==> src/rtl/tlul_gpio_device.sv <==
`default_nettype none
// +--------------------------------------------------------------------------+
// | Module      : tlul_gpio_device (with tlul_pkg)                           |
// | Description : TL-UL responder exposing a GPIO register file: DATA_IN,    |
// |               DIR, OUT_SET, DATA_OUT, OUT_CLR. One outstanding request,  |
// |               registered D response, 2-flop input synchronizer.          |
// | Revision    : 1.0 - initial release                                      |
// +--------------------------------------------------------------------------+

package tlul_pkg;
    localparam logic [2:0] PUT_FULL_DATA    = 3'h0;
    localparam logic [2:0] PUT_PARTIAL_DATA = 3'h1;
    localparam logic [2:0] GET              = 3'h4;
    localparam logic [2:0] ACCESS_ACK       = 3'h0;
    localparam logic [2:0] ACCESS_ACK_DATA  = 3'h1;
    localparam logic [7:0] TL_D_USER_DEFAULT = 8'h00;

    typedef struct packed {
        logic        a_valid;
        logic [2:0]  a_opcode;
        logic [2:0]  a_param;
        logic [1:0]  a_size;
        logic [7:0]  a_source;
        logic [31:0] a_address;
        logic [3:0]  a_mask;
        logic [31:0] a_data;
        logic [7:0]  a_user;
        logic        d_ready;
    } tl_h2d_t;

    typedef struct packed {
        logic        d_valid;
        logic [2:0]  d_opcode;
        logic [2:0]  d_param;
        logic [1:0]  d_size;
        logic [7:0]  d_source;
        logic        d_sink;
        logic [31:0] d_data;
        logic [7:0]  d_user;
        logic        d_error;
        logic        a_ready;
    } tl_d2h_t;
endpackage

module tlul_gpio_device #(
    parameter int unsigned NUM_GPIO  = 32,
    parameter logic [31:0] BASE_ADDR = 32'h3001_0000
) (
    input  logic                clk_i,
    input  logic                rst_ni,
    input  tlul_pkg::tl_h2d_t   tl_i,
    output tlul_pkg::tl_d2h_t   tl_o,
    input  logic [NUM_GPIO-1:0] gpio_i,
    output logic [NUM_GPIO-1:0] gpio_o,
    output logic [NUM_GPIO-1:0] gpio_oe_o
);
    import tlul_pkg::*;

    localparam logic [7:0] c_off_data_in  = 8'h00;
    localparam logic [7:0] c_off_dir      = 8'h04;
    localparam logic [7:0] c_off_out_set  = 8'h10;
    localparam logic [7:0] c_off_data_out = 8'h14;
    localparam logic [7:0] c_off_out_clr  = 8'h18;

    typedef enum logic [0:0] {
        ST_IDLE = 1'b0,
        ST_RESP = 1'b1
    } state_e;

    state_e r_state;
    state_e w_state_next;

    logic [NUM_GPIO-1:0] r_sync1;
    logic [NUM_GPIO-1:0] r_sync2;
    logic [NUM_GPIO-1:0] r_dir;
    logic [NUM_GPIO-1:0] r_dout;

    logic [2:0]  r_d_opcode;
    logic [1:0]  r_d_size;
    logic [7:0]  r_d_source;
    logic [31:0] r_d_data;
    logic        r_d_error;

    logic        w_accept;
    logic        w_in_window;
    logic        w_mapped;
    logic        w_is_get;
    logic        w_is_put;
    logic        w_err;
    logic        w_wr_en;
    logic [7:0]  w_off;
    logic [31:0] w_bmask;
    logic [31:0] w_wdata;
    logic [31:0] w_rdata;
    logic [31:0] w_dir_ext;
    logic [31:0] w_dout_ext;
    logic [31:0] w_din_ext;
    logic [31:0] w_dir_next;
    logic [31:0] w_dout_next;
    logic        w_unused;

    assign w_dir_ext  = 32'(r_dir);
    assign w_dout_ext = 32'(r_dout);
    assign w_din_ext  = 32'(r_sync2);
    assign w_unused   = ^{tl_i.a_param, tl_i.a_user};

    // Request decode, error classification, write merge and read mux
    always_comb begin
        w_off       = tl_i.a_address[7:0];
        w_in_window = (tl_i.a_address[31:8] == BASE_ADDR[31:8]);
        w_is_get    = (tl_i.a_opcode == GET);
        w_is_put    = (tl_i.a_opcode == PUT_FULL_DATA) || (tl_i.a_opcode == PUT_PARTIAL_DATA);
        w_mapped    = (w_off == c_off_data_in) || (w_off == c_off_dir) ||
                      (w_off == c_off_out_set) || (w_off == c_off_data_out) ||
                      (w_off == c_off_out_clr);
        w_err       = !w_in_window || (tl_i.a_address[1:0] != 2'b00) || !w_mapped ||
                      (tl_i.a_size != 2'd2) || !(w_is_get || w_is_put) ||
                      ((tl_i.a_opcode == PUT_FULL_DATA) && (tl_i.a_mask != 4'hF)) ||
                      (w_is_put && (w_off == c_off_data_in));
        w_accept    = tl_i.a_valid && (r_state == ST_IDLE);
        w_wr_en     = w_accept && w_is_put && !w_err;
        w_bmask     = {{8{tl_i.a_mask[3]}}, {8{tl_i.a_mask[2]}},
                       {8{tl_i.a_mask[1]}}, {8{tl_i.a_mask[0]}}};
        w_wdata     = tl_i.a_data & w_bmask;

        w_dir_next  = w_dir_ext;
        w_dout_next = w_dout_ext;
        if (w_wr_en) begin
            case (w_off)
                c_off_dir:      w_dir_next  = (w_dir_ext & ~w_bmask) | w_wdata;
                c_off_data_out: w_dout_next = (w_dout_ext & ~w_bmask) | w_wdata;
                c_off_out_set:  w_dout_next = w_dout_ext | w_wdata;
                c_off_out_clr:  w_dout_next = w_dout_ext & ~w_wdata;
                default:        ;
            endcase
        end

        // Write-only and erroring accesses return zero data
        w_rdata = 32'h0;
        if (w_is_get && !w_err) begin
            case (w_off)
                c_off_data_in:  w_rdata = w_din_ext;
                c_off_dir:      w_rdata = w_dir_ext;
                c_off_data_out: w_rdata = w_dout_ext;
                default:        w_rdata = 32'h0;
            endcase
        end
    end

    // Next-state: accept moves to RESP, D handshake returns to IDLE
    always_comb begin
        w_state_next = r_state;
        case (r_state)
            ST_IDLE: if (tl_i.a_valid) w_state_next = ST_RESP;
            ST_RESP: if (tl_i.d_ready) w_state_next = ST_IDLE;
            default: w_state_next = ST_IDLE;
        endcase
    end

    // Handshake state register
    always_ff @(posedge clk_i or negedge rst_ni) begin
        if (!rst_ni) begin
            r_state <= ST_IDLE;
        end else begin
            r_state <= w_state_next;
        end
    end

    // Two-stage synchronizer on the asynchronous pin inputs
    always_ff @(posedge clk_i or negedge rst_ni) begin
        if (!rst_ni) begin
            r_sync1 <= '0;
            r_sync2 <= '0;
        end else begin
            r_sync1 <= gpio_i;
            r_sync2 <= r_sync1;
        end
    end

    // Register file; writes land on the accepting edge
    always_ff @(posedge clk_i or negedge rst_ni) begin
        if (!rst_ni) begin
            r_dir  <= '0;
            r_dout <= '0;
        end else begin
            r_dir  <= w_dir_next[NUM_GPIO-1:0];
            r_dout <= w_dout_next[NUM_GPIO-1:0];
        end
    end

    // Response fields captured at acceptance and held until the D handshake
    always_ff @(posedge clk_i or negedge rst_ni) begin
        if (!rst_ni) begin
            r_d_opcode <= ACCESS_ACK;
            r_d_size   <= 2'd0;
            r_d_source <= 8'd0;
            r_d_data   <= 32'h0;
            r_d_error  <= 1'b0;
        end else if (w_accept) begin
            r_d_opcode <= w_is_get ? ACCESS_ACK_DATA : ACCESS_ACK;
            r_d_size   <= tl_i.a_size;
            r_d_source <= tl_i.a_source;
            r_d_data   <= w_rdata;
            r_d_error  <= w_err;
        end
    end

    // D channel and a_ready driven purely from flops
    always_comb begin
        tl_o          = '0;
        tl_o.d_valid  = (r_state == ST_RESP);
        tl_o.d_opcode = r_d_opcode;
        tl_o.d_param  = 3'd0;
        tl_o.d_size   = r_d_size;
        tl_o.d_source = r_d_source;
        tl_o.d_sink   = 1'b0;
        tl_o.d_data   = r_d_data;
        tl_o.d_user   = TL_D_USER_DEFAULT;
        tl_o.d_error  = r_d_error;
        tl_o.a_ready  = (r_state == ST_IDLE);
    end

    assign gpio_o    = r_dout;
    assign gpio_oe_o = r_dir;

endmodule
`default_nettype wire
==> config.mk <==
export PLATFORM = sky130hd
export DESIGN_NAME = tlul_gpio_device
export DESIGN_NICKNAME = d
export VERILOG_FILES = /design/src/rtl/tlul_gpio_device.sv
export SDC_FILE = /design/constraint.sdc
export NUM_CORES = 1
export LEC_CHECK = 0
export CAP_MARGIN = 20
export CORE_MARGIN = 2
export CORE_UTILIZATION = 49
export CTS_CLUSTER_DIAMETER = 60
export DETAILED_ROUTE_END_ITERATION = 6
export HOLD_SLACK_MARGIN = 0.08
export PLACE_DENSITY = 0.86
export SLEW_MARGIN = 0
export SYNTH_ARGS = -nofsm -noshare
export SYNTH_HDL_FRONTEND = slang
export SYNTH_SLANG_ARGS = --single-unit
==> constraint.sdc <==
create_clock -name clk_i -period 4.8 [get_ports clk_i]
set_clock_uncertainty 0.2 [all_clocks]
set_input_delay 0.96 -clock clk_i [delete_from_list [all_inputs] [get_ports clk_i]]
set_output_delay 0.96 -clock clk_i [all_outputs]
set_load 0.02 [all_outputs]
# Word level (Yosys, flattened, before mapping)
# Cells that the tools add are included.
[totals] mem_bits_ro=0 regBits=175 n_memories=0 in_bits=128 output_inout_bits=124 latch_bits=0 mem_bits_rw=0
[op_classes] mux=7 add_sub_neg=0 shifts=0 eq_ne=9 magnitude_cmp=0 div_mod_pow=0 n_reduce_logical=28 n_mul=0 n_bitwise=10
[ops] cell="32-bit one-hot mux with 3 select lines" n=2
[ops] cell="32-bit bitwise AND" n=4
[ops] cell="32-bit OR" n=3
[ops] cell="32-bit NOT" n=2
[ops] cell="32-bit two-way mux" n=1
[ops] cell="24-bit by 22-bit equality test with 1-bit output, second input constant" n=1
[ops] cell="8-bit by 5-bit equality test with 1-bit output, second input constant" n=3
[ops] cell="1-bit logical OR" n=12
[ops] cell="8-bit by 3-bit equality test with 1-bit output, second input constant" n=1
[ops] cell="8-bit logical NOT" n=1
[ops] cell="1-bit logical AND" n=6
[ops] cell="1-bit logical NOT" n=4
[ops] cell="4-bit inequality test, second input constant" n=1
[ops] cell="2-bit AND reduction" n=2
[ops] cell="3-bit by 1-bit equality test with 1-bit output, second input constant" n=1
[ops] cell="3-bit equality test, second input constant" n=1
[ops] cell="3-bit logical NOT" n=1
[ops] cell="1-bit two-way mux" n=3
[ops] cell="3-bit nonzero test" n=1
[ops] cell="2-bit inequality test, second input constant" n=1
[ops] cell="1-bit one-hot mux with 2 select lines" n=1
[ops] cell="2-bit nonzero test" n=1
[ops] cell="1-bit NOT" n=1

# Logic depth before layout (Yosys ltp)
# Gate-level depths: netlist of run 1.
[logic_depth] word_depth=14 ltp_mapped=8 depth_no_buf=5

# Worst setup path after synthesis of run 1
# No wires, ideal clock.
[synth_path] path_kind="input port to flip-flop" from="input port tl_i[68] (netlist name)" to="register r_dout[0] (netlist: gpio_o[0])" setup_slack_ps=1718 setup_time_ps=74 n_path_buf=2 arrival_time_ps=2808 cell_stages=7 path_cell_list="nor4_1 -> nand4_1 -> or4_1 -> buf_2 -> or4_4 -> buf_6 -> o21ai_2"
[synth_between] elab_chain_len=11
[synth_rtl] element="start: declaration" line="51" text="input tlul_pkg::tl_h2d_t tl_i,"
[synth_rtl] element="24-bit by 22-bit equality test with 1-bit output" line="110" text="w_in_window = (tl_i.a_address[31:8] == BASE_ADDR[31:8]);"
[synth_rtl] element="1-bit logical NOT" line="116" text="w_err = !w_in_window || (tl_i.a_address[1:0] != 2'b00) || !w_mapped ||"
[synth_rtl] element="1-bit logical OR (3 in a row)" line="116"
[synth_rtl] element="1-bit logical OR (2 in a row)" line="117" text="(tl_i.a_size != 2'd2) || !(w_is_get || w_is_put) ||"
[synth_rtl] element="1-bit logical OR" line="118" text="((tl_i.a_opcode == PUT_FULL_DATA) && (tl_i.a_mask != 4'hF)) ||"
[synth_rtl] element="1-bit logical NOT" line="121" text="w_wr_en = w_accept && w_is_put && !w_err;"
[synth_rtl] element="1-bit logical AND" line="121"
[synth_rtl] element="2-bit AND reduction (no source line)"
[synth_rtl] element="end signal: assignment" line="187" text="r_dout <= w_dout_next[NUM_GPIO-1:0];"
[synth_rtl] element="end: declaration" line="76" text="logic [NUM_GPIO-1:0] r_dout;"
# Every way passes these cells.
# A chain may end at the register's enable or synchronous reset.

# Final worst setup path of run 1
[layout_path] from="input port tl_i[50] (netlist name)" to="register r_dout[3] (netlist: gpio_o[3])"
[layout_between] elab_chain_len=14
[layout_rtl] element="8-bit by 3-bit equality test with 1-bit output or 8-bit logical NOT (tied branches)" line="113, 119"
[layout_rtl] element="1-bit logical OR (2 in a row)" line="113" text="w_mapped = (w_off == c_off_data_in) || (w_off == c_off_dir) ||"
[layout_rtl] element="1-bit logical OR (2 in a row)" line="114" text="(w_off == c_off_out_set) || (w_off == c_off_data_out) ||"
[layout_rtl] element="1-bit logical NOT" line="116"
[layout_rtl] element="1-bit logical OR (2 in a row)" line="116"
[layout_rtl] element="1-bit logical OR (2 in a row)" line="117"
[layout_rtl] element="1-bit logical OR" line="118"
[layout_rtl] element="1-bit logical NOT" line="121"
[layout_rtl] element="1-bit logical AND" line="121"
[layout_rtl] element="2-bit AND reduction (no source line)"
# Parallel ways exist; a longest one is shown, timed or not.

==> results of run 1 <==
## metrics by stage
stage               std cells  total power [mW]  area, um2  hold slack [ns]  setup slack (ns)
finish                   1066             3.276      10330           0.1470             1.052
global route             1066             3.391      10330           0.1538            0.9312
CTS                      1066             3.296      10330           0.1489             1.064
detailed placement       1034             1.877       9712           0.1347            0.6193
global placement         1034             1.868       9712           0.1310            0.6831
floorplan                 664             1.673       7381           0.1312             1.718
## cells in the mapped netlist, types with 2 or more instances
library cell,n
a21oi_1,33
and2_1,5
buf_1,4
buf_2,2
buf_4,16
buf_6,5
clkbuf_1,30
dfrtp_1,173
inv_1,35
mux2_2,32
mux2i_1,32
nand2_1,73
nand3_1,3
nand4_1,9
nor2_1,37
nor2b_1,2
nor3_1,2
nor4_1,6
nor4b_1,2
nor4b_2,3
o21ai_0,47
o21ai_1,12
o21ai_2,32
o41ai_1,39
or2_2,2
or4_1,2
or4_4,4
## worst min path at each step
| stage | cells past startpoint | slack [ns] | to |
|---|---|---|---|
| 2_1_floorplan | 0 | 0.13 | r_sync2[0]$_DFF_PN0_ |
| 3_3_place_gp | 0 | 0.13 | r_sync2[21]$_DFF_PN0_ |
| 3_5_place_dp | 0 | 0.13 | r_sync2[14]$_DFF_PN0_ |
| 4_1_cts | 0 | 0.15 | r_sync2[14]$_DFF_PN0_ |
| 5_1_grt | 0 | 0.15 | r_sync2[26]$_DFF_PN0_ |
| 6_report | 0 | 0.15 | r_sync2[14]$_DFF_PN0_ |
## power groups by stage
stage               sequential, mW  combinational, mW  clock [mW]
floorplan                     1.57              0.104           0
global placement              1.55              0.321           0
detailed placement            1.55              0.327           0
CTS                           1.52              0.330        1.44
global route                  1.53              0.353        1.51
finish                        1.52              0.327        1.43
## critical path: stages
cell and delay [ns]:
clkdlybuf4s50_1 0.67, nor3_4 0.39, nand4_1 0.12, or4_2 0.88
buf_4 0.27, o41ai_1 0.44, o21ai_2 0.09
## logic make-up after synthesis
kind of cell	count (synthesis)	share of synthesized area
mux	64	0.09283
other cells	1	0.0005115
simple gates	153	0.1012
compound gates	168	0.1543
buf+inv	92	0.06075
flops	173	0.5904
## area by class of cell
type | instances | area [um2]
Clock buffer | 20 | 456.7
Clock inverter | 12 | 158.9
Fill cell | 1025 | 4262
Inverter | 35 | 131.4
Multi-Input combinational cell | 399 | 2635
Sequential cell | 173 | 4329
Tap cell | 184 | 230.2
Timing Repair Buffer | 243 | 2386
## metal layers
layer | track usage | up-vias
met5 | 0 | -
met4 | 0.1015 | 0
met3 | 0.06833 | 38
met2 | 0.4598 | 244
met1 | 0.3374 | 2954
li1 | - | 2702
==> results.toml, run 1 <==
[global_routing]
grt-ovfl-total = 0
antenna_found_initial = 0
grt_pass1_vias = 6128
grt_max_degree = 93
grt_pass1_wl_um = 33410
track_usage = 0.2710

[routing]
routed_wl_um = 21140
vias_per_cell = 5.570
vias = 5938
drt_first_pass_iters = 4
wl_per_cell_um = 19.83
ant_nets = 0
wl_met2_um = 10820
top_layer = "met4"
drt_iter0_drc = 328
routed-wl-met3_um = 1426
drt-met1-wl_um = 8370
drc = 0

[timing]
period_share = 0.7809
rsz0062_at_grt = "no"
period_needed_ns = 3.748
tightest_slew_ns = 0.8529
max_freq_mhz = 266.8
setup_viol = 0
slew_headroom = 0.4314
finalHoldViolCount = 0
finalMaxSlewViolations = 0
finalSetupTns_ns = 0

[die]
fp.dieW_um = 126.3
die_h_um = 126.3
initial_core_util = 0.5026
io_pins = 252
row_count = 44
dieArea_mm2 = 0.01596
coreArea_mm2 = 0.01459

[clock_network]
holdBufCountCts = 0
cts_setup_buffers = 0
clkTransAtPathRegs_ns = 0.06
cts_sinks = 173
cts_resized = 0
cts_inserted_buffers = 17
cts_max_level = 4
cts_tree = "built"
clockRootBuffer = "clkbuf_16"
clock_latency_ns = 0.42
clk_path_buf_depth = 2

[critical_path]
crit_fanout = 14
arrival_ns = 3.84
path_class = "in2reg"
startpoint = "tl_i[50]"
ff2ff_setup_slack_ns = 2.14
crit_end = "gpio_o[3]$_DFFE_PN0P_"
reg2regPathDepth = 6
rr_startpoint = "r_state$_DFF_PN0_"
r2r_end = "gpio_o[3]$_DFFE_PN0P_"
critPathRequiredTime_ns = 4.90
start_kind = "input pin"
worst_setup_path_end_kind = "flop"

[logic_synthesis]
synth_edf_count = 0
ys_ff_latch = 173
ys.warnings.count = 0
syn_avg_cell_area_um2 = 11.26
yosys-top-cells-area = "dfrtp_1 59%, mux2_2 4.9%, o41ai_1 4.7%"
ys_types = 36
yosysTopAreaCellShare = 0.5904
ys_async_sr_fraction = 1.000
synth_area_mm2 = 0.007332
yosysTopAreaCell = "dfrtp_1"
synthCells = 651
synth_ff_type = "dfrtp_1"
yosysSeqAreaShare = 0.5904

[placement]
dp_hpwl_um = 14490
place_congestion = 0.8553
port_buffers = 226

[finish]
diodes = 0
drive_gt1_frac = 0.1474
most-common-layout-cells = "224 x clkdlybuf4s50_1, 173 x dfrtp_1, 72 x nand2_1"
area_growth_pct = 40.85
layout_commonest_cell = "clkdlybuf4s50_1"
fin_util = 0.7079
fin_nets = 997

[power]
power.density_mw_per_mm2 = 317.3
switching_share = 0.2355
p_int_mw = 2.505
vdd_drop_max_uv = 211.2
p_comb_frac = 0.100
power_switching_mw = 0.7717
p_leak_nw = 4.470
p_clk_frac = 0.436
seq_power_share = 0.465

[run_status]
status = "complete, no violations"

[min_path]
hold_path_class = "reg2reg"
worstHoldStart = "r_sync1[14]$_DFF_PN0_"

[job]
maxCapViolations = 0
Note: power is estimated with default switching activity, not from simulation.
==> run 2, diff against run 1 <==
Settings changed: CORE_UTILIZATION 49 to 41, PLACE_DENSITY 0.86 to 0.76.
Clock period 4.8 ns to 3.18 ns, I/O delays scaled along.
==> run 2 against run 1 <==
- critical path depth is the same
- first-iteration DRC count grew 12%
- worst setup slack lost 0.87 ns
- die area grew 19%
- sequential share of layout area shrank 1.6 points
- largest power group unchanged
- via count grew 1.3%
- register-to-register slack lost 1.3 ns
- final cell count grew 6.6%
- highest routed layer unchanged
- hold slack gained 0.0028 ns
==> results.toml, run 2 (synthesis gave the netlist of run 1 again) <==
[clock_network]
clkTransAtPathRegs_ns = 0.07
cts_sinks = 173
cts_tree = "built"
clk_path_buf_depth = 2
cts_inserted_buffers = 17
cts_max_level = 4
clock_latency_ns = 0.42
clockRootBuffer = "clkbuf_16"

[critical_path]
ff2ff_setup_slack_ns = 0.89
arrival_ns = 3.10
path_class = "in2reg"
rr_startpoint = "r_state$_DFF_PN0_"
startpoint = "tl_i[68]"
worst_setup_path_end_kind = "flop"
start_kind = "input pin"
critPathRequiredTime_ns = 3.28
crit_fanout = 18

[power]
p_leak_nw = 4.669
vdd_drop_max_uv = 361.8
p_clk_frac = 0.446
seq_power_share = 0.452
switching_share = 0.2373
power_mw = 5.077
power.density_mw_per_mm2 = 473.4
p_int_mw = 3.872
power_switching_mw = 1.205
p_comb_frac = 0.101

[die]
initial_core_util = 0.4210
dieArea_mm2 = 0.01897
fp.dieW_um = 137.7
io_pins = 252
coreArea_mm2 = 0.01742
row_count = 48
die_h_um = 137.7

[routing]
top_layer = "met4"
drt_iter0_drc = 367
drc = 0
wl_met2_um = 10370
routed-wl-met3_um = 1605
routed_wl_um = 21630
vias_per_cell = 5.296
wl_per_cell_um = 19.04
drt-met1-wl_um = 9240
vias = 6016
ant_nets = 0
drt_first_pass_iters = 5

[finish]
area_growth_pct = 46.28
fin_nets = 1025
regArea_mm2 = 0.004329
final_cell_area_mm2 = 0.01073
fillCellCount = 1437
drive_gt1_frac = 0.1725
layout_commonest_cell = "clkdlybuf4s50_1"
most-common-layout-cells = "224 x clkdlybuf4s50_1, 173 x dfrtp_1, 72 x nand2_1"
multi_input_area_mm2 = 0.002638

[global_routing]
grt_max_degree = 76
antenna_found_initial = 1
grt-ovfl-total = 0
track_usage = 0.2337
grt_pass1_vias = 6115
grt_pass1_wl_um = 33320

[timing]
period_share = 0.9429
finalSetupTns_ns = 0
rsz0062_at_grt = "no"
tightest_slew_ns = 0.5285
max_freq_mhz = 333.5
finalHoldViolCount = 0
setup_viol = 0
finalMaxSlewViolations = 0
slew_headroom = 0.6477
period_needed_ns = 2.998
whs_ns = 0.1498

[min_path]
hold_path_class = "reg2reg"
worstHoldStart = "r_sync1[19]$_DFF_PN0_"

[job]
maxCapViolations = 0

[placement]
postPlaceCellArea_mm2 = 0.01007
place_congestion = 0.7784
dp_hpwl_um = 15260
port_buffers = 226

[run_status]
status = "complete, no violations"
[run 2: power groups by stage]
stage | sequential [mW] | clock [mW] | combinational [mW]
floorplan | 2.37 | 0 | 0.157
detailed placement | 2.34 | 0 | 0.515
global route | 2.30 | 2.41 | 0.560
global placement | 2.33 | 0 | 0.508
finish | 2.30 | 2.27 | 0.514
CTS | 2.30 | 2.31 | 0.520
[run 2: cell type report]
cell class                      instances  share of cell area
Inverter                               35             0.01225
Multi-Input combinational cell        399              0.2459
Clock buffer                           19             0.04130
Antenna cell                            1           0.0002333
Timing Repair Buffer                  271              0.2516
Sequential cell                       173              0.4036
Clock inverter                         13             0.01878
Tap cell                              225             0.02625
[run 2: metal layers]
metal  GRT usage  vias up
met5           0        -
met3     0.05960       28
li1            -     2756
met1      0.3140     2999
met4     0.06689        0
met2      0.3765      233
[run 2: stage by stage]
step	setup slack, ns	utilization	std cells
after floorplan	0.4220	-	664
after global placement	-0.3730	0.5779	1102
after detailed placement	-0.5024	0.5779	1102
after CTS	0.1669	0.6157	1135
after global routing	0.01765	0.6158	1136
final	0.1817	0.6158	1136
[run 2: what timing repair did]
item,4_1_cts,5_1_grt
hold buffers,1,0
hold endpoints to repair,39,0
setup endpoints to repair,6,0
buffers inserted,0,0
resized for setup,1,0
[run 2: critical path: stages]
cell,delay [ns]
clkdlybuf4s50_1,0.40
nor4_1,0.36
nand4_1,0.24
or4_4,0.67
buf_4,0.25
o41ai_1,0.45
o21ai_2,0.09
[run 2: final timing paths]
kind,cells past startpoint,to
max,7,gpio_o[22]$_DFFE_PN0P_
min,0,r_sync2[19]$_DFF_PN0_
max reg2reg,6,gpio_o[22]$_DFFE_PN0P_
min reg2reg,0,r_sync2[19]$_DFF_PN0_
max in group asynchronous,3,async pin
min in group asynchronous,2,r_sync1[3]$_DFF_PN0_
==> run 3, diff against run 2 <==
Settings changed: PLACE_DENSITY 0.76 to 0.88, TNS_END_PERCENT from default to 30.
==> run 3 against run 2 <==
- global-route usage increased by 0.14 points
- critical path type unchanged
- largest cell class unchanged
- utilization about the same
- non-clock buffer count is 3 lower
- hold slack lost 0.087 ns
- maximum frequency shrank 1.6%
- combinational power grew 0.8%
- die area is the same
- count of clock-buffer cells in the layout is the same
- wire length rose by 1.9%
==> results.toml, run 3 (synthesis gave the netlist of run 1 again) <==
[timing]
setup_viol = 0
setup_slack_ns = 0.1342
finalHoldViolCount = 0
rsz0062_at_grt = "no"
whs_ns = 0.06243
period_share = 0.9578
period_needed_ns = 3.046
max_freq_mhz = 328.3
finalMaxSlewViolations = 0
slew_headroom = 0.5450
tightest_slew_ns = 0.6825

[critical_path]
path_class = "in2reg"
critPathRequiredTime_ns = 3.26
critPathBufInv = 3
cpMostUsedCell = "buf_4"
worstPathCellList = "clkdlybuf4s50_1 -> nor4_2 -> buf_4 -> nand4_1 -> or4_4 -> buf_4 -> o41ai_1 -> o21ai_2"
slowest_delay_ns = 0.64
worst_path_max_delay_cell = "or4_4"
worst_setup_path_end_kind = "flop"
crit_fanout = 15
cp_top_family = "simple AND/OR/NAND/NOR gates"
start_kind = "input pin"
arrival_ns = 3.13

[clock_network]
cts_max_level = 4
clk_path_buf_depth = 2
cts_tree = "built"
clkTransAtPathRegs_ns = 0.07
cts_sinks = 173
cts_setup_buffers = 0
clockRootBuffer = "clkbuf_16"
clock_latency_ns = 0.42
cts_inserted_buffers = 17

[routing]
drt_iter0_drc = 333
vias_per_cell = 5.373
routed_wl_um = 22050
vias = 6082
wl_per_cell_um = 19.48
ant_nets = 0
drc = 0
drt_first_pass_iters = 5

[power]
power.density_mw_per_mm2 = 467.5
vdd_drop_max_uv = 362.5
p_leak_nw = 4.652
power_mw = 5.010

[finish]
most-common-layout-cells = "224 x clkdlybuf4s50_1, 173 x dfrtp_1, 72 x nand2_1"
fin_nets = 1022
final_cell_area_mm2 = 0.01072
layout_commonest_cell = "clkdlybuf4s50_1"
drive_gt1_frac = 0.1742
diodes = 0
final_cells = 1132
area_growth_pct = 46.18

[die]
io_pins = 252
fp.dieW_um = 137.7
coreArea_mm2 = 0.01742
die_h_um = 137.7
dieArea_mm2 = 0.01897
row_count = 48
initial_core_util = 0.4210

[placement]
dp_slack_ns = -0.5359
port_buffers = 226
place_congestion = 0.8708
postPlaceCellArea_mm2 = 0.01008
dp_hpwl_um = 15310
dp.cells = 1100

[global_routing]
grt_max_degree = 86
track_usage = 0.2350
grt_pass1_wl_um = 33830
grt-ovfl-total = 0
grt_pass1_vias = 6235
antenna_found_initial = 0

[job]
maxCapViolations = 0

[run_status]
status = "complete, no violations"

[min_path]
hold_path_class = "in2async"
-- run 3: stage by stage --
step | util | setup TNS [ns]
6_report | 0.6154 | 0
5_1_grt | 0.6154 | 0
4_1_cts | 0.6154 | 0
3_5_place_dp | 0.5790 | -25.48
3_3_place_gp | 0.5790 | -23.21
2_1_floorplan | - | 0
-- run 3: area by class of cell --
cell class	instances	area (um2)
Tap cell	225	281.5
Clock inverter	13	175.2
Sequential cell	173	4329
Multi-Input combinational cell	399	2656
Clock buffer	19	442.9
Fill cell	1355	6699
Inverter	35	131.4
Timing Repair Buffer	268	2701
-- run 3: final timing paths --
| check | start | endpoint | slack (ns) | cells past startpoint |
|---|---|---|---|---|
| worst max-delay path | tl_i[68] | gpio_o[27]$_DFFE_PN0P_ | 0.13 | 8 |
| min in group clk_i | r_sync1[0]$_DFF_PN0_ | r_sync2[0]$_DFF_PN0_ | 0.14 | 0 |
| worst min-delay path | rst_ni | r_sync1[5]$_DFF_PN0_ | 0.06 | 1 |
| worst min register to register | r_sync1[0]$_DFF_PN0_ | r_sync2[0]$_DFF_PN0_ | 0.14 | 0 |
| worst max register to register | r_state$_DFF_PN0_ | gpio_o[27]$_DFFE_PN0P_ | 0.87 | 6 |
| max in group asynchronous | rst_ni | async pin | 2.02 | 2 |
-- run 3: power by group --
part           leakage, nW  internal [mW]  total, mW  switching [mW]
sequential            2.25           2.27       2.30          0.0278
combinational         2.11          0.242      0.518           0.276
clock                0.301           1.28       2.19           0.916
total                 4.65           3.79       5.01            1.22
-- run 3: timing repair --
| action | CTS | global route |
|---|---|---|
| hold buffers | 0 | 0 |
| endpoints found under the setup margin | 32 | 0 |
| gates resized for setup | 3 | 0 |
-- run 3: layer usage --
layer,track usage,vias to the layer above,routed length (um)
met2,0.3988,244,11060
met5,0,-,0
met3,0.05960,37,1572
met1,0.2947,3043,8947
met4,0.07540,0,467
li1,-,2758,-
